## src/rtl/pipe_hazard_ctrl.sv

```systemverilog
// ---------------------------------------------------------------------------
// pipe_hazard_ctrl
//   Pipeline sequencer for the fetch/decode/execute pipeline. Turns decode
//   hazard/redirect/trap flags and execute-stage resource status into the
//   hold/kill controls of the fe2de and de2ex pipeline registers and the
//   PC-select mux. Owns the multi-cycle mul/div wait and the data-memory wait.
//
// Parameters
//   MD_CYCLES : execute cycles an MD op occupies, counted from issue (2..63)
//   CNT_W     : MD down-counter width, must hold MD_CYCLES-1
//
// Ports
//   clk, rst            : core clock, synchronous active-high reset
//   de_valid            : decode slot holds a valid instruction
//   de_stall            : load-use hazard from decode
//   de_sl_conflict      : store->load conflict from decode
//   branch_predict_err  : decode branch resolution disagrees with prediction
//   de_exp / de_mret    : decode ecall/ebreak trap / mret
//   de_md_op            : decode mul/div op
//   ex_mem_en           : execute stage has a data-memory access
//   dmem_ready          : data memory accepts/completes the access this cycle
//   pc_hold             : fetch PC keeps its value
//   fe2de_hold/_kill    : fe2de register keeps its value / loads a bubble
//   de2ex_hold/_kill    : de2ex register keeps its value / loads a bubble
//   pc_sel              : 0 seq/predicted, 1 branch target, 2 trap vector, 3 mepc
//   md_busy             : MD op in progress
//   state_dbg           : current state encoding
// ---------------------------------------------------------------------------
module pipe_hazard_ctrl #(
  parameter int MD_CYCLES = 32,
  parameter int CNT_W     = 6
) (
  input  logic       clk,
  input  logic       rst,
  input  logic       de_valid,
  input  logic       de_stall,
  input  logic       de_sl_conflict,
  input  logic       branch_predict_err,
  input  logic       de_exp,
  input  logic       de_mret,
  input  logic       de_md_op,
  input  logic       ex_mem_en,
  input  logic       dmem_ready,
  output logic       pc_hold,
  output logic       fe2de_hold,
  output logic       fe2de_kill,
  output logic       de2ex_hold,
  output logic       de2ex_kill,
  output logic [1:0] pc_sel,
  output logic       md_busy,
  output logic [1:0] state_dbg
);

  typedef enum logic [1:0] {
    ST_RUN      = 2'd0,
    ST_MD_WAIT  = 2'd1,
    ST_MEM_WAIT = 2'd2,
    ST_DRAIN    = 2'd3
  } state_e;

  localparam logic [1:0] PC_SEQ  = 2'd0;
  localparam logic [1:0] PC_BR   = 2'd1;
  localparam logic [1:0] PC_TRAP = 2'd2;
  localparam logic [1:0] PC_MEPC = 2'd3;

  localparam logic [CNT_W-1:0] MD_LOAD = CNT_W'(MD_CYCLES - 1);
  localparam logic [CNT_W-1:0] CNT_ONE = CNT_W'(1);

  state_e           state_q, state_d;
  logic [CNT_W-1:0] md_cnt_q, md_cnt_d;

  // Decode flags only mean something when the decode slot is valid.
  logic mem_block, stall_hit, exp_hit, mret_hit, bpe_hit, md_hit;

  assign mem_block = ex_mem_en & ~dmem_ready;
  assign stall_hit = de_valid & (de_stall | de_sl_conflict);
  assign exp_hit   = de_valid & de_exp;
  assign mret_hit  = de_valid & de_mret;
  assign bpe_hit   = de_valid & branch_predict_err;
  assign md_hit    = de_valid & de_md_op;

  // NOTE: state registers use non-blocking assignments so every flop samples
  // the pre-edge values of the others, independent of statement order.
  always_ff @(posedge clk) begin
    if (rst) begin
      state_q  <= ST_RUN;
      md_cnt_q <= '0;
    end else begin
      state_q  <= state_d;
      md_cnt_q <= md_cnt_d;
    end
  end

  // NOTE: every output and next-state signal gets a default at the top of the
  // block, so no path through the case leaves one unassigned (no latches).
  always_comb begin
    pc_hold    = 1'b0;
    fe2de_hold = 1'b0;
    fe2de_kill = 1'b0;
    de2ex_hold = 1'b0;
    de2ex_kill = 1'b0;
    pc_sel     = PC_SEQ;
    md_busy    = 1'b0;
    state_d    = state_q;
    md_cnt_d   = md_cnt_q;

    if (rst) begin
      // Flush both pipeline registers while reset is held, whatever state we
      // were in; the register process returns to RUN with a cleared counter.
      fe2de_kill = 1'b1;
      de2ex_kill = 1'b1;
      state_d    = ST_RUN;
      md_cnt_d   = '0;
    end else begin
      case (state_q)
        ST_RUN: begin
          if (mem_block) begin
            // Memory wait freezes the whole pipe and masks every decode event.
            pc_hold    = 1'b1;
            fe2de_hold = 1'b1;
            de2ex_hold = 1'b1;
            state_d    = ST_MEM_WAIT;
          end else if (stall_hit) begin
            // Decode operands are stale: hold the front end, inject one bubble,
            // and ignore any redirect, trap or MD issue seen this cycle.
            pc_hold    = 1'b1;
            fe2de_hold = 1'b1;
            de2ex_kill = 1'b1;
          end else if (exp_hit || mret_hit) begin
            // Trap/mret instruction itself proceeds to execute; the fetch behind
            // it is wrong-path and so is the next one, flushed in DRAIN.
            pc_sel     = exp_hit ? PC_TRAP : PC_MEPC;
            fe2de_kill = 1'b1;
            state_d    = ST_DRAIN;
          end else if (bpe_hit) begin
            pc_sel     = PC_BR;
            fe2de_kill = 1'b1;
          end else if (md_hit) begin
            state_d  = ST_MD_WAIT;
            md_cnt_d = MD_LOAD;
          end
        end

        ST_MD_WAIT: begin
          md_busy  = 1'b1;
          md_cnt_d = md_cnt_q - CNT_ONE;
          if (md_cnt_q == CNT_ONE) begin
            // Completion cycle: holds drop so the result retires and the pipe
            // advances at the end of this cycle.
            state_d = ST_RUN;
          end else begin
            pc_hold    = 1'b1;
            fe2de_hold = 1'b1;
            de2ex_hold = 1'b1;
          end
        end

        ST_MEM_WAIT: begin
          if (dmem_ready) begin
            state_d = ST_RUN;
          end else begin
            pc_hold    = 1'b1;
            fe2de_hold = 1'b1;
            de2ex_hold = 1'b1;
          end
        end

        ST_DRAIN: begin
          fe2de_kill = 1'b1;
          de2ex_kill = 1'b1;
          state_d    = ST_RUN;
        end

        default: begin
          state_d = ST_RUN;
        end
      endcase
    end
  end

  assign state_dbg = state_q;

endmodule

```

## config.mk

```make
export PLATFORM = sky130hd
export DESIGN_NAME = pipe_hazard_ctrl
export DESIGN_NICKNAME = d
export VERILOG_FILES = /design/src/rtl/pipe_hazard_ctrl.sv
export SDC_FILE = /design/constraint.sdc
export NUM_CORES = 1
export LEC_CHECK = 0
export ABC_AREA = 1
export BUFFER_PORTS_ARGS = -buffer_cell sky130_fd_sc_hd__buf_2
export CORE_MARGIN = 3
export CORE_UTILIZATION = 54
export DETAILED_ROUTE_END_ITERATION = 16
export PLACE_DENSITY_LB_ADDON = 0.15
export SYNTH_ARGS = -nofsm -noshare
export SYNTH_HDL_FRONTEND = slang
export SYNTH_SLANG_ARGS = --single-unit
```

## constraint.sdc

```tcl
create_clock -name clk -period 3.8 [get_ports clk]
set_input_delay 0.76 -clock clk [delete_from_list [all_inputs] [get_ports clk]]
set_output_delay 0.76 -clock clk [all_outputs]
set_load 0.03 [all_outputs]
```

# Yosys cells after proc, flatten, opt, wreduce, memory -nomap -nowiden
# Cells that the tools add are included.
totals:
  register_bits: 8
  output_inout_bits: 10
  in_bits: 11
op_classes:
  eq_ne: 14
  mux: 41
  n_reduce_logical: 5
  n_bitwise: 8
  add_sub_neg: 1
op_table:
  columns: ["operator", "count"]
  rows:
  - ["two-way mux 6 bit", 5]
  - ["two-way mux 2 bit", 12]
  - ["two-way mux 1 bit", 18]
  - ["!= test 2 bit, second input constant", 7]
  - ["case mux 6 bit (2 select lines)", 1]
  - ["!= test 4 bit, second input constant", 2]
  - ["case mux 2 bit (4 select lines)", 1]
  - ["bitwise AND 1 bit", 6]
  - ["== test 6 x 1 -> 1 bit, second input constant", 1]
  - ["case mux 1 bit (3 select lines)", 2]
  - ["AND reduction 6 bit", 1]
  - ["subtractor 6 x 1 -> 6 bit, second input constant", 1]
  - ["AND reduction 5 bit", 1]
  - ["== test 2 bit, second input constant", 2]
  - ["case mux 1 bit (2 select lines)", 2]
  - ["!= test 3 bit, second input constant", 1]
  - ["== test 2 x 1 -> 1 bit, second input constant", 1]
  - ["zero test 2 bit", 1]
  - ["nonzero test 2 bit", 1]
  - ["logical OR 1 bit", 1]
  - ["NOT 1 bit", 1]
  - ["OR 1 bit", 1]

# Depth between registers and ports, before layout
# Gate-level depths: netlist of run 1.
logic_depth:
  word_depth: 7
  ltp_mapped: 11

# Worst setup path after synthesis of run 1
# Ideal clock, no wire load.
synth_timing:
  path_kind: "register to output"
  startpoint: "register state_q[0] (netlist: state_dbg[0])"
  endpoint: "output port pc_hold"
  slack_ps: 1108
  arrival_time_ps: 1932
  path_buffers: 1
  path_stages_with_launch: 7
  cell_sequence: "dfxtp_1 -> ha_1 -> inv_2 -> a21oi_1 -> nor2_1 -> a21boi_1 -> buf_4"
synth_between:
  elab_chain_len: 3
  elab_cells_between_ends: 5
  classes_between: "eq/ne: 2; mux: 2; reduce/logical: 1"
synth_lines:
  columns: ["item", "line", "source"]
  rows:
  - ["start, declared", "69", "state_e state_q, state_d;"]
  - ["start signal, assigned", "89", "state_q <= state_d;"]
  - ["== test 2 bit, or another cell as far along", null, null]
  - ["case mux 1 bit (3 select lines) (*)", null, null]
  - ["two-way mux 1 bit (*)", null, null]
  - ["end, declared", "44", "output logic pc_hold,"]
# Mark *: on every way between the ends. The rest lies on a longest branch, timed or not.

# Final worst setup path of run 1
layout_timing:
  startpoint: "register state_q[1] (netlist: state_dbg[1])"
  endpoint: "output port fe2de_hold"
layout_between:
  elab_chain_len: 3
  elab_cells_between_ends: 5
  classes_between: "eq/ne: 2; mux: 2; reduce/logical: 1"
layout_lines:
  columns: ["item", "line", "source"]
  rows:
  - ["== test 2 bit, or another cell as far along", "115", "case (state_q)"]
  - ["case mux 1 bit (3 select lines) (*)", "115", null]
  - ["two-way mux 1 bit (*)", "107", "if (rst) begin"]
  - ["end, declared", "45", "output logic fe2de_hold,"]
# Marked as above.

==> results.tsv, run 1 <==
stage	metric	value	unit
routing	Post-DRT Antenna Nets	0	
yosys	sequential area share after synthesis	21.12	%
routing	Via-to-Cell Ratio	5.180	
routing	final wirelength	1.843	mm
critical_path	Setup crit end	fe2de_hold	
clock_tree	# Post-CTS Setup Buffers	0	
die	Core ar.	1201	um^2
global_routing	GRT busiest layer	met2	
sta	Max Slew Vio Count	0	
pwr	pwr/cell area	764.8	nW/um^2
layout	leading cell type in the layout, fill and taps excluded	nand2_1	
global_routing	vias in the first global route	715	
layout	Final #Nets	172	
routing	vias	865	
routing	Initial DRT Pass Iterations	4	
outcome	status	completed	
critical_path	Crit Path Max Fanout	7	
sta	Worst Tran Pin Value	257.9	ps
global_routing	Global Route Usage Sum	20.61	%
routing	drt drc	0	
clock_tree	CTS resizes	0	
yosys	net count after synthesis	148	
layout	area of the multi-input gates	500.5	um^2
sta	Final min period	2596	ps
global_routing	total grt overflow	0	
hold_path	worst hold path depth	2	
hold_path	Hold WC Path Type	reg -> reg	
placement	pre-CTS setup slack	1414	ps
critical_path	Register-to-Register Setup Slack	2200	ps
routing	drt wl/cell	11.04	um
die	initial core utilization	63.12	%
global_routing	GR met1 Demand/Resource	24.81	%
yosys	Cells after Synth	131	
layout	non-filler cells in the finished layout	167	
critical_path	Arr. time, crit path	1840	ps
die	num ports	21	
placement	hpwl dp	1.434	mm
sta	Final TNS setup	0	ps
sta	maximum clock rate	385.2	MHz
clock_tree	H-tree lvl count	1	
clock_tree	register clock-pin slew on the reported worst setup and hold paths	60	ps
clock_tree	worst skew pair latency	270	ps
global_routing	first-pass GRT wire length	2.953	mm
die	Die Wd	43.47	um
sta	Final Cycle Share	68.31	%
yosys	post-synth cell types	18	
sta	clk_skew	12.20	ps
critical_path	kind of critical path	reg -> out	
critical_path	crit path launch type	flip-flop	
critical_path	CP Capture Type	primary output	
layout	antenna cells	0	
placement	GPL Wtd Cong	0.9005	
routing	initial DRC count	39	
yosys	Mapped Area	758.2	um^2
layout	Seq. cell area	160.2	um^2
die	die area	1890	um^2
sta	Final Hold Fails	0	
pwr	Pleak	0.5309	nW
sta	relative slew slack	82.81	%
global_routing	largest net degree at the start of global routing	8	
clock_tree	clk sink count	8	
clock_tree	CTS tree	yes	
sta	Final setup violation count	0	
placement	Placed Cells	164	
layout	FILL cells	116	
pwr	Peak VDD IR	466.7	uV
placement	PortBufs	20	
global_routing	initial antenna violation count	0	
yosys	Ys Warns	0	
clock_tree	Num CTS Buffers	3	
critical_path	reg2reg path depth	11	
die	FP Rows	12	
sta	worst setup margin	1204	ps
layout	share of cells above drive strength 1	21.57	%
critical_path	reg2reg start	state_dbg[1]	
layout	Area growth, synth to finish	17.49	%
layout	commonest cells after routing, fill and taps aside	32 x nand2_1, 26 x nor2_1, 21 x inv_1, 20 x buf_2, 10 x nand3_1	
clock_tree	CTS Buffer Depth	2	
sta	Hold WS	512.4	ps
clock_tree	CTS Root Cell	clkbuf_4	
die	die height	43.47	um
sta	RSZ-0062 raised after global routing	no	
yosys	Avg Cell Area, Syn	5.788	um^2
global_routing	GR Util met2	32.74	%
critical_path	Critical Path Start	state_dbg[1]	
clock_tree	hold_buf cts	0	
critical_path	reg2reg end	md_cnt_q[4]	
yosys	Synth Register Bits	8	
job	max_cap viols	0	
global_routing	GR Util met3	7.884	%
critical_path	Worst Path Required	3040	ps
-- stage by stage --
stage	utilization (%)	total power [W]	instance area (um^2)
5_1_grt	74.17	0.0007520	890.9
3_5_place_dp	72.29	0.0006053	868.3
3_3_place_gp	72.29	0.0005916	868.3
4_1_cts	74.17	0.0006791	890.9
2_1_floorplan	-	0.0005120	758.2
6_report	74.17	0.0006813	890.9
-- where the power goes --
group,switching [W],internal (W)
Combinational,0.000312,0.000148
Sequential,0.0000342,0.000118
Clock,0.0000325,0.0000364
-- how the worst min path moves through the flow --
stage	start	end	slack, ps
final	md_cnt_q[2]	md_cnt_q[2]	510
after global routing	md_cnt_q[2]	md_cnt_q[2]	540
after CTS	md_cnt_q[2]	md_cnt_q[2]	510
after detailed placement	md_cnt_q[2]	md_cnt_q[2]	500
after global placement	md_cnt_q[3]	md_cnt_q[3]	480
after floorplan	md_cnt_q[3]	md_cnt_q[3]	460
-- critical path: stages, from the launching register on --
cell and delay [ps]:
dfxtp_1 340, inv_1 100, ha_1 310, inv_2 100
a21oi_1 210, nor2_1 120, a21boi_1 170, buf_2 220
-- cell type report --
cell class              count  area share (%)
well taps                  14           1.966
inverters                  24           10.11
flip-flops and latches      8           17.98
multi-input cells          98           56.18
repair buffers             20           11.24
clock buffers               3           2.528
-- kinds of logic after synthesis --
logic type	share of synthesized area [%]
AND/OR/NAND/NOR	46.21
buffers and inverters	12.87
AO/OA/AOI/OAI	9.901
flip-flops	21.12
adder cells (fa/ha/maj)	9.901
-- per-layer routing --
metal / vias up / routed length (um)
met1: 365 / 765
met5: - / 0
met3: 6 / 186
met2: 47 / 867
li1: 447 / -
met4: 0 / 24
-- flip-flops by register name, indices dropped and copies added (netlist names) --
| register | cells |
|---|---|
| md_cnt_q | 6 |
| state_dbg | 2 |
-- synthesized netlist by cell type, drive strengths merged --
master  instances  area share [%]
nand4           2             1.6
buf             1            0.99
nand2          38              21
a21boi          1            0.99
dfxtp           8              21
nand3          10             6.6
a21oi           7             4.6
nand3b          1            0.99
o31ai           1            0.99
inv            24              12
nor2           27              16
ha              6             9.9
o21ai           5             3.3
(Power assumes the default switching activity.)
==> run 2: changes to the inputs <==
--- a/config.mk
+++ b/config.mk
@@ -5,10 +5,10 @@
 export SDC_FILE = /design/constraint.sdc
 export NUM_CORES = 1
 export LEC_CHECK = 0
-export ABC_AREA = 1
+export ABC_AREA = 0
 export BUFFER_PORTS_ARGS = -buffer_cell sky130_fd_sc_hd__buf_2
 export CORE_MARGIN = 3
-export CORE_UTILIZATION = 54
+export CORE_UTILIZATION = 49
 export DETAILED_ROUTE_END_ITERATION = 16
 export PLACE_DENSITY_LB_ADDON = 0.15
 export SYNTH_ARGS = -nofsm -noshare
==> constraint.sdc (replaced) <==
create_clock -name clk -period 2.7 [get_ports clk]
set_input_delay 0.54 -clock clk [delete_from_list [all_inputs] [get_ports clk]]
set_output_delay 0.54 -clock clk [all_outputs]
set_load 0.03 [all_outputs]
==> results.tsv, run 2 <==
stage	metric	value	unit	change
yosys	sequential area share after synthesis	22.78	%	+1.7 points
layout	Core Util, Final	63.15	%	-11 points
clock_tree	CTS tree	yes		
critical_path	crit path max-delay cell type	dfxtp_1		
sta	Final Hold Fails	0		unchanged
die	die height	43.88	um	+0.94%
outcome	status	completed		
routing	final wirelength	1.640	mm	-11%
yosys	Synth Register Bits	8		unchanged
yosys	Cells after Synth	84		-36%
layout	Largest register FFs	6		unchanged
clock_tree	CTS Root Cell	clkbuf_4		
critical_path	max incr delay on CP	370	ps	+30 ps
yosys	Yosys top cell by area	dfxtp_1		
sta	Final TNS setup	0	ps	unchanged
critical_path	Arr. time, crit path	1930	ps	+90 ps
global_routing	Global Route Usage Sum	19.07	%	-1.5 points
global_routing	total grt overflow	0		unchanged
global_routing	first-pass GRT wire length	2.766	mm	-6.3%
clock_tree	register clock-pin slew on the reported worst setup and hold paths	60	ps	about the same
global_routing	largest net degree at the start of global routing	16		+8
die	die area	1925	um^2	+1.9%
sta	relative slew slack	67.41	%	-15 points
critical_path	crit path launch type	flip-flop		
yosys	ys async rst share	0	%	unchanged
yosys	Avg Cell Area, Syn	8.371	um^2	+45%
die	FP Rows	13		+1
clock_tree	H-tree lvl count	1		unchanged
clock_tree	# Post-CTS Setup Buffers	0		unchanged
yosys	net count after synthesis	101		-32%
yosys	synth top area cells	dfxtp_1 23%, ha_1 11%, inv_1 4.3%		
sta	maximum clock rate	404.1	MHz	
sta	clk_skew	0.6375	ps	-11.57 ps
clock_tree	worst skew pair latency	260	ps	about the same
layout	Final #Nets	121		-30%
pwr	Peak VDD IR	550.7	uV	+18%
job	max_cap viols	0		unchanged
placement	GPL Wtd Cong	0.7847		-13%
routing	Via-to-Cell Ratio	6.077		+17%
routing	vias	711		-18%
global_routing	vias in the first global route	618		-14%
pwr	Total Power	0.0009326	W	+37%
critical_path	delay-heaviest family, CP	compound AO/OA/AOI/OAI gates		
routing	Initial DRT Pass Iterations	4		unchanged
clock_tree	CTS resizes	0		unchanged
sta	Final min period	2475	ps	
die	num ports	21		unchanged
routing	drt wl/cell	14.02	um	+27%
sta	Final Cycle Share	91.66	%	
critical_path	kind of critical path	reg -> out		
clock_tree	clk sink count	8		unchanged
yosys	Mapped Area	703.2	um^2	-7.3%
layout	FILL cells	111		-4.3%
placement	Placed Cells	114		-30%
sta	RSZ-0062 raised after global routing	no		
layout	leading cell type in the layout, fill and taps excluded	buf_2		
yosys	Main synth FF type	dfxtp_1		
yosys	Post-synth EDFFs	0		unchanged
sta	Final setup violation count	0		unchanged
pwr	Pleak	0.3696	nW	-30%
layout	share of cells above drive strength 1	34.31	%	+13 points
clock_tree	CTS Buffer Depth	2		unchanged
routing	Post-DRT Antenna Nets	0		unchanged
layout	Area growth, synth to finish	18.33	%	
critical_path	Register-to-Register Setup Slack	810	ps	-1390 ps
die	Core ar.	1318	um^2	+9.7%
sta	Max Slew Vio Count	0		unchanged
critical_path	Worst Path Required	2160	ps	-880 ps
critical_path	CP cell instances	inv_1, ha_1, o21a_1, a221oi_4, a211oi_2, buf_2		
layout	Most flops, register	md_cnt_q		
hold_path	Hold WC Path Type	reg -> reg		
yosys	post-synth top area share	22.78	%	+1.7 points
critical_path	Buf/Inv on CP	2		-1
sta	Worst Tran Pin Value	488.9	ps	+231.0 ps
layout	non-filler cells in the finished layout	117		-30%
layout	commonest cells after routing, fill and taps aside	20 x buf_2, 8 x inv_1, 8 x dfxtp_1, 6 x nand2_1, 6 x ha_1		
routing	drt drc	0		unchanged
yosys	commonest cells in the netlist	8 x dfxtp_1, 8 x inv_1, 6 x ha_1, 6 x nand2_1		
die	Die Wd	43.88	um	+0.94%
clock_tree	hold_buf cts	0		unchanged
critical_path	CP Capture Type	primary output		
routing	initial DRC count	20		-49%
clock_tree	Num CTS Buffers	3		unchanged
placement	hpwl dp	1.314	mm	-8.4%
placement	PortBufs	20		unchanged
global_routing	initial antenna violation count	0		unchanged
critical_path	Crit Path Max Fanout	14		+7
pwr	pwr/cell area	1121	nW/um^2	+47%
die	initial core utilization	53.37	%	-9.8 points
yosys	post-synth cell types	38		+20
layout	antenna cells	0		unchanged
yosys	Ys Warns	0		unchanged
-- run 2: cell types whose count changed after synthesis, sizes merged, moves of 3 or more --
| cell | before | now |
|---|---|---|
| nor3 | 0 | 3 |
| a21oi | 7 | 3 |
| a211oi | 0 | 3 |
| nor2 | 27 | 3 |
| nand3 | 10 | 4 |
| nand2 | 38 | 6 |
| inv | 24 | 8 |
| clkbuf | 0 | 3 |
-- run 2: through the flow --
stage          hold WS [ps]  setup slack (ps)  cell area, um^2
2_1_floorplan         493.6             186.4            714.4
3_3_place_gp          522.5             496.0            809.5
3_5_place_dp          542.2             429.0            809.5
4_1_cts               548.7             221.4            832.0
5_1_grt               565.2             82.50            832.0
6_report              544.2             225.2            832.0
-- run 2: per-layer routing --
metal,up-vias,part of all wire [%],GRT usage [%]
met5,-,0,0
met4,0,0,3.012
met3,0,8.5,7.884
met2,31,46,28.20
met1,326,45,26.32
li1,354,-,-
-- run 2: final cells by class --
| type | instances | area [um^2] | area share (%) |
|---|---|---|---|
| timing repair buffer | 20 | 100.1 | 12.03 |
| clock buffer | 3 | 22.52 | 2.707 |
| inverter | 8 | 30.03 | 3.609 |
| sequential | 8 | 160.2 | 19.25 |
| multi-input combinational | 63 | 500.5 | 60.15 |
| tap | 15 | 18.77 | 2.256 |
-- run 2: path summary, 6_finish.rpt --
path,start,to,cells past startpoint
setup / recovery,state_dbg[1],fe2de_hold,6
setup reg to reg,state_dbg[1],state_dbg[0],6
hold reg to reg,md_cnt_q[1],md_cnt_q[1],2
hold / removal,md_cnt_q[1],md_cnt_q[1],2
-- run 2: report_power, final --
part | switching (W) | internal (W)
clock network | 0.0000429 | 0.0000510
logic | 0.000386 | 0.000239
registers | 0.0000479 | 0.000165
total | 0.000477 | 0.000455
-- run 2: kinds of logic (layout without fill, tap and decap cells) --
logic type | Yosys count | after routing | synth area share [%]
simple gates | 32 | 32 | 27.04
buf+inv | 13 | 31 | 7.651
fa+ha+maj | 6 | 6 | 10.68
flops | 8 | 8 | 22.78
compound gates | 25 | 25 | 31.85
-- run 2: worst min-delay path: cells and delay by family (launching register included) --
family | cells | cell delay (ps)
DFF | 1 | 320
AOI/OAI and AO/OA | 2 | 180
==> run 3: changes to the inputs <==
==> constraint.sdc (replaced) <==
create_clock -name clk -period 2.5 [get_ports clk]
set_input_delay 0.5 -clock clk [delete_from_list [all_inputs] [get_ports clk]]
set_output_delay 0.5 -clock clk [all_outputs]
set_load 0.03 [all_outputs]
==> results.tsv, run 3 (synthesis results as in run 2) <==
stage	metric	value	unit	change
layout	design area	842.1	um^2	+1.2%
sta	Final TNS setup	0	ps	unchanged
placement	Placement Cell Area	817.0	um^2	+0.93%
placement	pre-CTS setup slack	324.8	ps	-104.2 ps
critical_path	CP Capture Type	primary output		
global_routing	Global Route Usage Sum	20.07	%	+1.0 points
routing	Post-DRT Antenna Nets	0		unchanged
routing	initial DRC count	17		-15%
die	FP Rows	13		unchanged
clock_tree	Num CTS Buffers	3		unchanged
pwr	pwr/cell area	1220	nW/um^2	+8.8%
die	die height	43.88	um	unchanged
pwr	Peak VDD IR	675.2	uV	+23%
die	initial core utilization	53.37	%	unchanged
critical_path	crit path launch type	flip-flop		
routing	drt wl/cell	14.22	um	+1.4%
critical_path	Arr. time, crit path	1880	ps	-50 ps
routing	Initial DRT Pass Iterations	4		unchanged
global_routing	vias in the first global route	640		+3.6%
sta	Worst Tran Pin Value	354.3	ps	-134.6 ps
sta	Max Slew Vio Count	0		unchanged
sta	relative slew slack	76.13	%	+8.7 points
routing	final wirelength	1.678	mm	+2.3%
die	Die Wd	43.88	um	unchanged
pwr	Total Power	0.001027	W	+10%
placement	hpwl dp	1.292	mm	-1.7%
layout	Area growth, synth to finish	19.75	%	
global_routing	total grt overflow	0		unchanged
sta	Final min period	2384	ps	
layout	area of the multi-input gates	503.0	um^2	+0.50%
clock_tree	CTS Buffer Depth	2		unchanged
clock_tree	CTS Root Cell	clkbuf_4		
global_routing	initial antenna violation count	0		unchanged
layout	Core Util, Final	63.91	%	+0.76 points
clock_tree	clk sink count	8		unchanged
sta	Final Cycle Share	95.35	%	
job	max_cap viols	0		unchanged
critical_path	Crit Path Max Fanout	5		-9
critical_path	kind of critical path	reg -> out		
layout	antenna cells	0		unchanged
sta	maximum clock rate	419.5	MHz	
routing	drt drc	0		unchanged
hold_path	Hold WC Path Type	reg -> reg		
layout	Final #Nets	122		+0.83%
clock_tree	worst skew pair latency	250	ps	about the same
layout	commonest cells after routing, fill and taps aside	20 x buf_2, 8 x inv_1, 8 x dfxtp_1, 6 x nand2_1, 5 x ha_1		
die	die area	1925	um^2	unchanged
die	num ports	21		unchanged
layout	leading cell type in the layout, fill and taps excluded	buf_2		
layout	FILL cells	117		+5.4%
layout	Largest register FFs	6		unchanged
placement	GPL Wtd Cong	0.7846		about the same
pwr	Pleak	0.3738	nW	+1.1%
placement	PortBufs	20		unchanged
sta	Final Hold Fails	0		unchanged
layout	Most flops, register	md_cnt_q		
clock_tree	register clock-pin slew on the reported worst setup and hold paths	50	ps	about the same
global_routing	first-pass GRT wire length	2.898	mm	+4.8%
layout	share of cells above drive strength 1	35.92	%	+1.6 points
sta	clk_skew	1.489	ps	+0.8517 ps
clock_tree	H-tree lvl count	1		unchanged
sta	worst setup margin	116.3	ps	-108.9 ps
die	Core ar.	1318	um^2	unchanged
routing	vias	705		-0.84%
layout	Seq. cell area	160.2	um^2	unchanged
outcome	status	completed		
clock_tree	CTS tree	yes		
critical_path	Worst Path Required	2000	ps	-160 ps
sta	Final setup violation count	0		unchanged
routing	Via-to-Cell Ratio	5.975		-1.7%
sta	RSZ-0062 raised after global routing	no		
global_routing	largest net degree at the start of global routing	16		unchanged
run 3: cell types whose count changed in the layout (fill, tap and decap cells not counted), sizes merged:
cell,delta
buf,+1
run 3: worst max-delay path, cell delays in order, from the launching register on:
cell and delay (ps):
dfxtp_1 380, ha_1 160, or3b_4 390, a221oi_4 370
a211oi_2 130, buf_2 200
run 3: path summary, 6_finish.rpt:
path,startpoint,endpoint,slack [ps],cells after the start
max,md_cnt_q[0],fe2de_hold,120,5
min,md_cnt_q[1],md_cnt_q[1],530,2
max reg2reg,state_dbg[1],md_cnt_q[1],660,6
min reg2reg,md_cnt_q[1],md_cnt_q[1],530,2
run 3: what timing repair did:
action	4_1_cts	5_1_grt
buffers inserted	0	0
resized for setup	0	1
hold buffers	0	0
setup endpoints to repair	0	1
run 3: area by class of cell:
class / instances / share of cell area (%)
clock buffer: 3 / 2.675
sequential: 8 / 19.02
timing repair buffer: 21 / 12.78
inverter: 8 / 3.566
multi-input combinational: 63 / 59.73
tap: 15 / 2.229
run 3: per-layer routing:
| metal | track usage [%] | vias up | wire [um] |
|---|---|---|---|
| li1 | - | 354 | - |
| met1 | 27.25 | 321 | 794 |
| met2 | 30.52 | 26 | 750 |
| met3 | 7.469 | 4 | 119 |
| met4 | 3.614 | 0 | 13 |
| met5 | 0 | - | 0 |
run 3: through the flow:
stage / instances / hold WS [ps]
3_5_place_dp: 115 / 527.8
5_1_grt: 118 / 582.5
3_3_place_gp: 115 / 523.0
4_1_cts: 118 / 533.8
2_1_floorplan: 84 / 493.6
6_report: 118 / 529.7
run 3: where the power goes:
group / switching, W / internal (W)
Sequential: 0.0000527 / 0.000178
Clock: 0.0000441 / 0.0000549
Combinational: 0.000427 / 0.000270
